**src/rtl/ex_fp_unit_if.sv**
```systemverilog
`default_nettype none
// ============================================================================
// ex_fp_unit_if
// ----------------------------------------------------------------------------
// Bundles the ID/EX-side request (start, op, operands, destination tag) and
// the FP unit's response (result, tag, valid pulse, busy, pipeline stall).
//   master : the ID/EX / control side driving requests
//   slave  : the FP unit
// Revision: 1.0 - initial release
// ============================================================================
interface ex_fp_unit_if #(
  parameter int DATA_W = 32,
  parameter int ADDR_W = 5
);
  logic              start;
  logic [1:0]        op;
  logic [DATA_W-1:0] operand_a;
  logic [DATA_W-1:0] operand_b;
  logic [ADDR_W-1:0] dest_in;
  logic [DATA_W-1:0] result;
  logic [ADDR_W-1:0] dest_out;
  logic              valid;
  logic              busy;
  logic              stall;

  modport master (
    output start, op, operand_a, operand_b, dest_in,
    input  result, dest_out, valid, busy, stall
  );

  modport slave (
    input  start, op, operand_a, operand_b, dest_in,
    output result, dest_out, valid, busy, stall
  );
endinterface
`default_nettype wire

```
**src/rtl/ex_fp_unit.sv**
```systemverilog
`default_nettype none
// ============================================================================
// ex_fp_unit
// ----------------------------------------------------------------------------
// Multi-cycle IEEE-754 single-precision add / sub / mul unit for the EX stage.
// Fixed six-state sequence IDLE->UNPACK->ALIGN->EXEC->NORM->DONE, truncation
// rounding, denormal inputs flushed to zero, NaN/Inf inputs give NAN_CODE.
// Ports:
//   clk    : rising-edge clock
//   reset  : synchronous, active-high
//   bus    : ex_fp_unit_if.slave
//            start/op/operand_a/operand_b/dest_in in,
//            result/dest_out/valid/busy/stall out
// Revision: 1.0 - initial release
// ============================================================================
module ex_fp_unit #(
  parameter int          DATA_W   = 32,
  parameter int          ADDR_W   = 5,
  parameter logic [31:0] NAN_CODE = 32'h7FC0_0000
) (
  input  wire           clk,
  input  wire           reset,
  ex_fp_unit_if.slave   bus
);

  localparam logic [2:0] S_IDLE   = 3'd0;
  localparam logic [2:0] S_UNPACK = 3'd1;
  localparam logic [2:0] S_ALIGN  = 3'd2;
  localparam logic [2:0] S_EXEC   = 3'd3;
  localparam logic [2:0] S_NORM   = 3'd4;
  localparam logic [2:0] S_DONE   = 3'd5;

  logic [2:0] state;
  logic [2:0] state_nxt;

  // captured request
  logic [1:0]        op_q;
  logic [31:0]       a_q;
  logic [31:0]       b_q;
  logic [ADDR_W-1:0] dest_q;

  // unpacked fields
  logic        sa_q, sb_q;
  logic [7:0]  ea_q, eb_q;
  logic [23:0] ma_q, mb_q;
  logic        nan_q, za_q, zb_q;

  // aligned add/sub operands (24-bit mantissa + 3 guard bits)
  logic [26:0] big_m_q, small_m_q;
  logic [7:0]  e_big_q;
  logic        s_big_q, s_small_q;

  // raw execute result: value whose hidden-bit position is bit 46 for e_q
  logic [47:0]       v_q;
  logic signed [9:0] e_q;
  logic              s_q;

  logic [DATA_W-1:0] result_q;
  logic [ADDR_W-1:0] dest_out_q;

  // --------------------------------------------------------------------------
  // FSM: state register
  // --------------------------------------------------------------------------
  always_ff @(posedge clk) begin
    if (reset) state <= S_IDLE;
    else       state <= state_nxt;
  end

  // FSM: next state
  always_comb begin
    state_nxt = state;
    case (state)
      S_IDLE:   if (bus.start) state_nxt = S_UNPACK;
      S_UNPACK: state_nxt = S_ALIGN;
      S_ALIGN:  state_nxt = S_EXEC;
      S_EXEC:   state_nxt = S_NORM;
      S_NORM:   state_nxt = S_DONE;
      S_DONE:   state_nxt = S_IDLE;
      default:  state_nxt = S_IDLE;
    endcase
  end

  // FSM: outputs. Stall drops in DONE so ID/EX can load the next op on the
  // DONE->IDLE edge.
  always_comb begin
    bus.busy  = (state != S_IDLE);
    bus.valid = (state == S_DONE);
    bus.stall = ((state == S_IDLE) && bus.start) ||
                (state == S_UNPACK) || (state == S_ALIGN) ||
                (state == S_EXEC)   || (state == S_NORM);
  end

  // --------------------------------------------------------------------------
  // ALIGN combinational: order by magnitude, shift the smaller mantissa
  // --------------------------------------------------------------------------
  logic        a_ge_b;
  logic [7:0]  e_diff;
  logic [26:0] small_ext;
  logic [26:0] small_aligned;

  always_comb begin
    a_ge_b    = {ea_q, ma_q} >= {eb_q, mb_q};
    e_diff    = a_ge_b ? (ea_q - eb_q) : (eb_q - ea_q);
    small_ext = a_ge_b ? {mb_q, 3'b000} : {ma_q, 3'b000};
    small_aligned = (e_diff >= 8'd26) ? 27'd0 : (small_ext >> e_diff);
  end

  // --------------------------------------------------------------------------
  // EXEC combinational
  // --------------------------------------------------------------------------
  logic [27:0]       addsub;
  logic [47:0]       prod;
  logic signed [9:0] mul_exp;

  always_comb begin
    if (s_big_q == s_small_q) addsub = {1'b0, big_m_q} + {1'b0, small_m_q};
    else                      addsub = {1'b0, big_m_q} - {1'b0, small_m_q};
    prod    = 48'(ma_q) * 48'(mb_q);
    mul_exp = $signed({2'b00, ea_q}) + $signed({2'b00, eb_q}) - 10'sd127;
  end

  // --------------------------------------------------------------------------
  // NORM combinational: leading-zero count, one shift, exponent fix-up and
  // special-case packing. After the shift the MSB sits at bit 47, so the
  // exponent gains one relative to the bit-46 reference and loses lz.
  // --------------------------------------------------------------------------
  logic [5:0]        lz;
  logic [47:0]       shifted;
  logic [22:0]       mant;
  logic signed [9:0] e_norm;
  logic [31:0]       packed_res;

  always_comb begin
    lz = 6'd0;
    for (int i = 0; i < 48; i++) begin
      if (v_q[i]) lz = 6'(47 - i);
    end
    shifted = v_q << lz;
    mant    = 23'(shifted >> 24);
    e_norm  = e_q + 10'sd1 - $signed({4'b0000, lz});

    if (nan_q)
      packed_res = NAN_CODE;
    else if (op_q == 2'b11)
      packed_res = 32'h0;
    else if ((op_q == 2'b10) && (za_q || zb_q))
      packed_res = {sa_q ^ sb_q, 31'h0};
    else if (!op_q[1] && (v_q == 48'd0))
      packed_res = 32'h0;
    else if (e_norm >= 10'sd255)
      packed_res = {s_q, 8'hFF, 23'h0};
    else if (e_norm <= 10'sd0)
      packed_res = {s_q, 31'h0};
    else
      packed_res = {s_q, e_norm[7:0], mant};
  end

  // --------------------------------------------------------------------------
  // Datapath registers
  // --------------------------------------------------------------------------
  always_ff @(posedge clk) begin
    if (reset) begin
      op_q       <= 2'b00;
      a_q        <= 32'h0;
      b_q        <= 32'h0;
      dest_q     <= '0;
      sa_q       <= 1'b0;
      sb_q       <= 1'b0;
      ea_q       <= 8'h0;
      eb_q       <= 8'h0;
      ma_q       <= 24'h0;
      mb_q       <= 24'h0;
      nan_q      <= 1'b0;
      za_q       <= 1'b0;
      zb_q       <= 1'b0;
      big_m_q    <= 27'h0;
      small_m_q  <= 27'h0;
      e_big_q    <= 8'h0;
      s_big_q    <= 1'b0;
      s_small_q  <= 1'b0;
      v_q        <= 48'h0;
      e_q        <= 10'sd0;
      s_q        <= 1'b0;
      result_q   <= '0;
      dest_out_q <= '0;
    end else begin
      case (state)
        S_IDLE: begin
          if (bus.start) begin
            op_q   <= bus.op;
            a_q    <= bus.operand_a;
            b_q    <= bus.operand_b;
            dest_q <= bus.dest_in;
          end
        end
        S_UNPACK: begin
          sa_q  <= a_q[31];
          // subtraction is addition of the negated second operand
          sb_q  <= b_q[31] ^ (op_q == 2'b01);
          ea_q  <= a_q[30:23];
          eb_q  <= b_q[30:23];
          // zero exponent flushes the operand to a (signed) zero
          ma_q  <= (a_q[30:23] != 8'h0) ? {1'b1, a_q[22:0]} : 24'h0;
          mb_q  <= (b_q[30:23] != 8'h0) ? {1'b1, b_q[22:0]} : 24'h0;
          nan_q <= (a_q[30:23] == 8'hFF) || (b_q[30:23] == 8'hFF);
          za_q  <= (a_q[30:23] == 8'h0);
          zb_q  <= (b_q[30:23] == 8'h0);
        end
        S_ALIGN: begin
          big_m_q   <= a_ge_b ? {ma_q, 3'b000} : {mb_q, 3'b000};
          small_m_q <= small_aligned;
          e_big_q   <= a_ge_b ? ea_q : eb_q;
          s_big_q   <= a_ge_b ? sa_q : sb_q;
          s_small_q <= a_ge_b ? sb_q : sa_q;
        end
        S_EXEC: begin
          if (op_q[1]) begin
            v_q <= prod;
            e_q <= mul_exp;
            s_q <= sa_q ^ sb_q;
          end else begin
            // 27-bit hidden bit (26) moved to the common bit-46 reference
            v_q <= {addsub, 20'h0};
            e_q <= $signed({2'b00, e_big_q});
            s_q <= s_big_q;
          end
        end
        S_NORM: begin
          result_q   <= packed_res;
          dest_out_q <= dest_q;
        end
        default: ;
      endcase
    end
  end

  assign bus.result   = result_q;
  assign bus.dest_out = dest_out_q;

endmodule
`default_nettype wire

```
**src/flat_wrapper.sv**
```systemverilog
// flat-port wrapper written by rule: the top's interface ports become plain ports
module ex_fp_unit_flat 
#(
  parameter int          DATA_W   = 32,
  parameter int          ADDR_W   = 5,
  parameter logic [31:0] NAN_CODE = 32'h7FC0_0000
)
  (clk, reset, bus_start, bus_op, bus_operand_a, bus_operand_b, bus_dest_in, bus_result, bus_dest_out, bus_valid, bus_busy, bus_stall);
  ex_fp_unit_if #(.DATA_W(DATA_W), .ADDR_W(ADDR_W)) bus_i ();
  input  wire clk;
  input  wire reset;
  input wire logic [$bits(bus_i.start)-1:0] bus_start;
  input wire logic [$bits(bus_i.op)-1:0] bus_op;
  input wire logic [$bits(bus_i.operand_a)-1:0] bus_operand_a;
  input wire logic [$bits(bus_i.operand_b)-1:0] bus_operand_b;
  input wire logic [$bits(bus_i.dest_in)-1:0] bus_dest_in;
  output wire logic [$bits(bus_i.result)-1:0] bus_result;
  output wire logic [$bits(bus_i.dest_out)-1:0] bus_dest_out;
  output wire logic [$bits(bus_i.valid)-1:0] bus_valid;
  output wire logic [$bits(bus_i.busy)-1:0] bus_busy;
  output wire logic [$bits(bus_i.stall)-1:0] bus_stall;
  assign bus_i.start = bus_start;
  assign bus_i.op = bus_op;
  assign bus_i.operand_a = bus_operand_a;
  assign bus_i.operand_b = bus_operand_b;
  assign bus_i.dest_in = bus_dest_in;
  assign bus_result = bus_i.result;
  assign bus_dest_out = bus_i.dest_out;
  assign bus_valid = bus_i.valid;
  assign bus_busy = bus_i.busy;
  assign bus_stall = bus_i.stall;
  ex_fp_unit #(.DATA_W(DATA_W), .ADDR_W(ADDR_W), .NAN_CODE(NAN_CODE)) u_core (.clk(clk), .reset(reset), .bus(bus_i));
endmodule
```
**config.mk**
```make
export PLATFORM = sky130hd
export DESIGN_NAME = ex_fp_unit_flat
export DESIGN_NICKNAME = d
export VERILOG_FILES = /design/src/rtl/ex_fp_unit_if.sv /design/src/rtl/ex_fp_unit.sv /design/src/flat_wrapper.sv
export SDC_FILE = /design/constraint.sdc
export NUM_CORES = 2
export LEC_CHECK = 0
export ABC_AREA = 0
export CAP_MARGIN = 20
export CELL_PAD_IN_SITES_DETAIL_PLACEMENT = 0
export CELL_PAD_IN_SITES_GLOBAL_PLACEMENT = 1
export CORE_MARGIN = 5
export CORE_UTILIZATION = 46
export DETAILED_ROUTE_END_ITERATION = 8
export DONT_BUFFER_PORTS = 1
export PLACE_DENSITY = 0.77
export SLEW_MARGIN = 25
export SYNTH_ARGS = -nofsm -noshare
export SYNTH_HDL_FRONTEND = slang
export SYNTH_SLANG_ARGS = --single-unit
```
**constraint.sdc**
```tcl
create_clock -name clk -period 7.08 [get_ports clk]
set_input_delay 1.416 -clock clk [delete_from_list [all_inputs] [get_ports clk]]
set_output_delay 1.416 -clock clk [all_outputs]
set_load 0.05 [all_outputs]
```
* Word-level counts from Yosys, hierarchy flattened *
Index checks and enable logic that the tools add are counted.

cells by class
  shift operators = 2
  reductions and logical operators = 18
  $mul = 1
  multiplexer cells = 69
  add/subtract/negate cells = 8
  order comparisons = 4
  equal/unequal tests = 12
  bitwise operators = 2

operator list
  kind                   number
  $mux 6                 48
  $mux 32                4
  $mux 27                3
  $mux 31                2
  $logic_not 48->1       1
  $mul 24x24->48         1
  $mux 24                2
  $mux 48                1
  $shl 48x6->47          1
  $ge 32x32->1           1
  $add 27x27->28         1
  $mux 28                1
  $sub 27x27->28         1
  $shr 27x8->27          1
  $eq 8x8->1 const B     2
  $logic_not 8->1        2
  $mux 8                 2
  $reduce_bool 8->1      2
  $sub 8x8->8            2
  $pmux 3 s5             1
  $add 10x2->10 const B  1
  $ge 10x9->1 const B    1
  $le 10x1->1 const B    1
  $mux 10                1
  20 further kinds       33

word-level totals
  bits in registers = 303
  input bits = 74

* Logic depth before layout (Yosys ltp) *
  depth in word-level cells = 56
  depth in mapped cells = 30

* Worst setup path after synthesis *
Ideal clock, no wire load.

  path type = reg2reg
  start point = reg u_core.ma_q[13]
  end point = reg u_core.v_q[43]
  arrival time = 7123 ps
  path slack = -138 ps
  stages on the path, launching flop included = 28
  clock period less this slack = 7218 ps
  data required time = 6985 ps
  buffers on the path = 2
  cells stage by stage = dfxtp_1 clkbuf_1 clkbuf_1 nand2_1 fa_1 inv_1 fa_1 inv_1 fa_1 inv_1 fa_1 inv_1 fa_1 fa_1 inv_1 fa_1 ha_1 a21o_1 a21o_1 a21oi_1 o21ai_0 or4_1 o21ai_0 o21ai_1 a41oi_1 mux2i_1 o21ai_0 a221oi_1

between the ends
  word-level cells in the longest chain between the ends = 2

ends and longest elaborated chain
  what                      RTL line           text
  start: declaration        ex_fp_unit.sv:45   logic [23:0] ma_q, mb_q;
  start signal: assignment  ex_fp_unit.sv:203  ma_q <= (a_q[30:23] != 8'h0) ? {1'b1, a_q[22:0]} : 24'h0;
  $mul 24x24->48            ex_fp_unit.sv:118  prod = 48'(ma_q) * 48'(mb_q);
  $mux 48                   ex_fp_unit.sv:217  if (op_q[1]) begin
  end signal: assignment    ex_fp_unit.sv:218  v_q <= prod;
  end signal: assignment    ex_fp_unit.sv:223  v_q <= {addsub, 20'h0};
  end: declaration          ex_fp_unit.sv:54   logic [47:0] v_q;

Every way passes these cells.
A chain may end at the register's enable or synchronous reset.

* Worst setup path after layout *
  start point = reg u_core.mb_q[11]
  end point = reg u_core.v_q[43]

between the ends
  word-level cells in the longest chain between the ends = 2

ends and longest elaborated chain
  what                      RTL line           text
  start: declaration        ex_fp_unit.sv:45
  start signal: assignment  ex_fp_unit.sv:204  mb_q <= (b_q[30:23] != 8'h0) ? {1'b1, b_q[22:0]} : 24'h0;
  $mul 24x24->48            ex_fp_unit.sv:118
  $mux 48                   ex_fp_unit.sv:217

Every way passes these cells.

==> flow_summary.ini <==
[sta]
fin_skew_ns = 0.0338
maxSlewViolCount = 0
finalHoldViolCount = 0
min_period_over_period_pct = 101
fin_ws_ns = -0.100
relSlewSlack_pct = 35.3
rsz0062_at_grt = yes
timing.final.crit_period_ns = 7.18
max_slew.worst_pin.slew_ns = 0.950
max_freq_ghz = 0.139
setup_violations = 8

[floorplan]
dieArea_um2 = 88200
die_h_um = 297
rows = 105
core_area_um2 = 81800
fp.dieW_um = 297
start_util_pct = 46.3
pin_count = 114

[synthesis]
synthTopCellsByArea = fa_1, dfxtp_1, ha_1, nand2_1, inv_1
syn_nets = 5422
yosysSeqAreaShare_pct = 15.8
syn_area_um2 = 37900
synth_area_leader_cell = fa_1
synth-async-reset-ratio_pct = 0
postSynthAreaPerCell_um2 = 8.28
synth_cell_types = 91
postSynthCellCount = 4576
ys_seq_elements = 300
synth-edff-count = 0
yosys_warnings = 0
yosys_most_used_dff = dfxtp_1
synth_top_area_share_pct = 25.7

[finish]
final_net_count = 5503
fill_cells = 7862
syn2layout_area_growth_pct = 13.1
final_common_cell = nand2_1
layout_common_cells = nand2_1, inv_1, fa_1
fin_cells = 5748
layout-drive-gt1-share_pct = 12.3
diodes = 0

[setup_path]
critical_path.max_fanout = 6
worst_ep_required_time_ns = 7.53
crit_path_start_kind = flip-flop
endpoint_kind = flip-flop
critPathKind = flip-flop to flip-flop
reg2reg_setup_slack_ns = -0.10
crit_arrival_ns = 7.63

[clocking]
cts_sinks = 300
cts_tree = built
clockBufferDepth = 3
clkTransAtPathRegs_ns = 0.06
numCtsBuffers = 36
htreeDepth = 2
clk_latency_ns = 0.56
root_buffer = clkbuf_16

[routing]
routed_via_density = 5.65
first_pass_iters = 5
vias = 32500
antenna_left = 0
drt-initial-drc-count = 2503
drt-wirelength-per-cell_um = 21.2
drt-total-wl_mm = 122
drc = 0

[power_and_ir_drop]
peakVddDrop_uv = 190
power_w = 0.00702
p_leak_nw = 19.2
power_density_nw_per_um2 = 164

[placement]
finalWeightedCongestion = 0.944
port_buffers = 0
dp.cells = 5656
detailed_place_hpwl_mm = 97.5

[global_route]
track_usage_pct = 26.9
met2_usage_pct = 44.5
grt_pass1_vias = 32100
busiest_layer = met2
use_met3_pct = 2.86
globalRouteOverflowTotal = 0
grt_first_pass_wirelength_mm = 190
grtUsageMet1_pct = 38.1
grt_antenna_before_repair = 0
grt_max_degree = 253

[job]
maxCapViolCount = 0

[run_status]
violations = setup timing
status = finished with violations

[min_path]
hold_class = flip-flop to flip-flop
[sequential cells by signal, indices dropped and copies added, names as in the netlist, 2 cells and up]
register	count
u_core.v_q	48
u_core.ma_q	24
u_core.op_q	2
u_core.a_q	32
u_core.b_q	32
u_core.eb_q	8
u_core.dest_q	5
u_core.bus.result	32
u_core.e_q	10
u_core.big_m_q	24
u_core.e_big_q	8
u_core.small_m_q	27
u_core.ea_q	8
u_core.bus.dest_out	5
u_core.state	3
u_core.mb_q	24
[power breakdown]
part | leakage (nW) | internal (W) | switching, W
Sequential | 2.46 | 0.00180 | 0.000144
Clock | 0.557 | 0.00106 | 0.000791
Combinational | 16.1 | 0.00115 | 0.00208
Total | 19.2 | 0.00400 | 0.00302
[metal layers]
layer | part of all wire (%) | vias to the layer above
li1 | - | 15100
met1 | 44 | 16100
met2 | 47 | 1039
met3 | 6.4 | 174
met4 | 3.0 | 0
met5 | 0 | -
[cell families (layout without fill, tap and decap cells)]
logic type                 Yosys count  count (layout)  synth area share (%)
AOI/OAI and AO/OA                  854             854                  14.8
xor gates and xnor gates           111             111                  2.59
adders and majority gates          772             772                  35.1
buffers and inverters              897             999                  9.04
DFF                                300             300                  15.8
muxes                              181             181                  5.61
and+or+nand+nor                   1461            1461                  17.0
[final cells by class]
| class | instances | area, µm² | area share, % |
|---|---|---|---|
| clock buffers | 48 | 1030 | 2.40 |
| well taps | 1070 | 1340 | 3.12 |
| flip-flops and latches | 300 | 6090 | 14.2 |
| repair buffers | 345 | 3080 | 7.18 |
| inverters | 595 | 2230 | 5.21 |
| clock inverters | 11 | 101 | 0.236 |
| multi-input cells | 3379 | 29000 | 67.6 |
[Yosys cell counts, drive strengths merged, types with 13 or more instances]
library cell  count
and2            182
a31oi            16
clkbuf          261
buf              41
o31ai            15
mux2i           147
fa              487
a22o             15
mux4             23
ha              285
o211ai           18
nand2b           17
a21oi           285
dfxtp           300
a221o            13
o21a             27
nor2b            19
or3              16
a21o             36
o21ai           131
nand2           711
a211oi           76
inv             592
nor2            346
xor2             45
xnor2            66
nor3             49
o22ai            23
o21bai           16
nand3            40
nor4             28
nand4            20
a22oi            71
[path summary, 6_finish.rpt]
check,start,depth (start not counted),end
worst min-delay path,u_core.b_q[7],2,u_core.b_q[7]
worst max register to register,u_core.mb_q[11],27,u_core.v_q[43]
worst min register to register,u_core.b_q[7],2,u_core.b_q[7]
worst max-delay path,u_core.mb_q[11],27,u_core.v_q[43]
[worst max-delay path, cell delays in order (launching register included)]
cell and delay, ns:
dfxtp_4 0.42, buf_6 0.16, nand2_1 0.08, fa_1 0.51, inv_1 0.06, fa_1 0.53
inv_1 0.05, fa_1 0.50, inv_1 0.05, fa_1 0.53, inv_1 0.05, fa_1 0.39
fa_1 0.51, inv_1 0.05, fa_1 0.54, ha_4 0.23, a21o_1 0.20, a21o_1 0.22
a21oi_2 0.16, o21ai_2 0.07, or4_4 0.53, o21ai_2 0.16, buf_6 0.14, o21ai_4 0.07
a41oi_2 0.29, mux2i_1 0.21, o21ai_1 0.10, a221oi_1 0.26
[through the flow]
| step | util [%] | worst slack, ns | hold slack, ns | setup TNS (ns) | instance area, µm² |
|---|---|---|---|---|---|
| after global routing | 52.4 | -0.316 | 0.472 | -3.02 | 42900 |
| after floorplan | - | 0.00288 | 0.425 | 0 | 37900 |
| after CTS | 51.7 | -0.000169 | 0.455 | -0.000169 | 42300 |
| after global placement | 49.9 | -0.380 | 0.437 | -3.20 | 40800 |
| final | 52.4 | -0.100 | 0.452 | -0.409 | 42900 |
| after detailed placement | 49.9 | -0.522 | 0.443 | -5.67 | 40800 |
[what timing repair did]
item,4_1_cts,5_1_grt
pin swaps,27,54
setup buffers,19,15
gates cloned,0,0
endpoints found under the setup margin,22,20
resized for setup,76,81
hold buffers,0,0
Note: power is estimated with default switching activity, not from simulation.
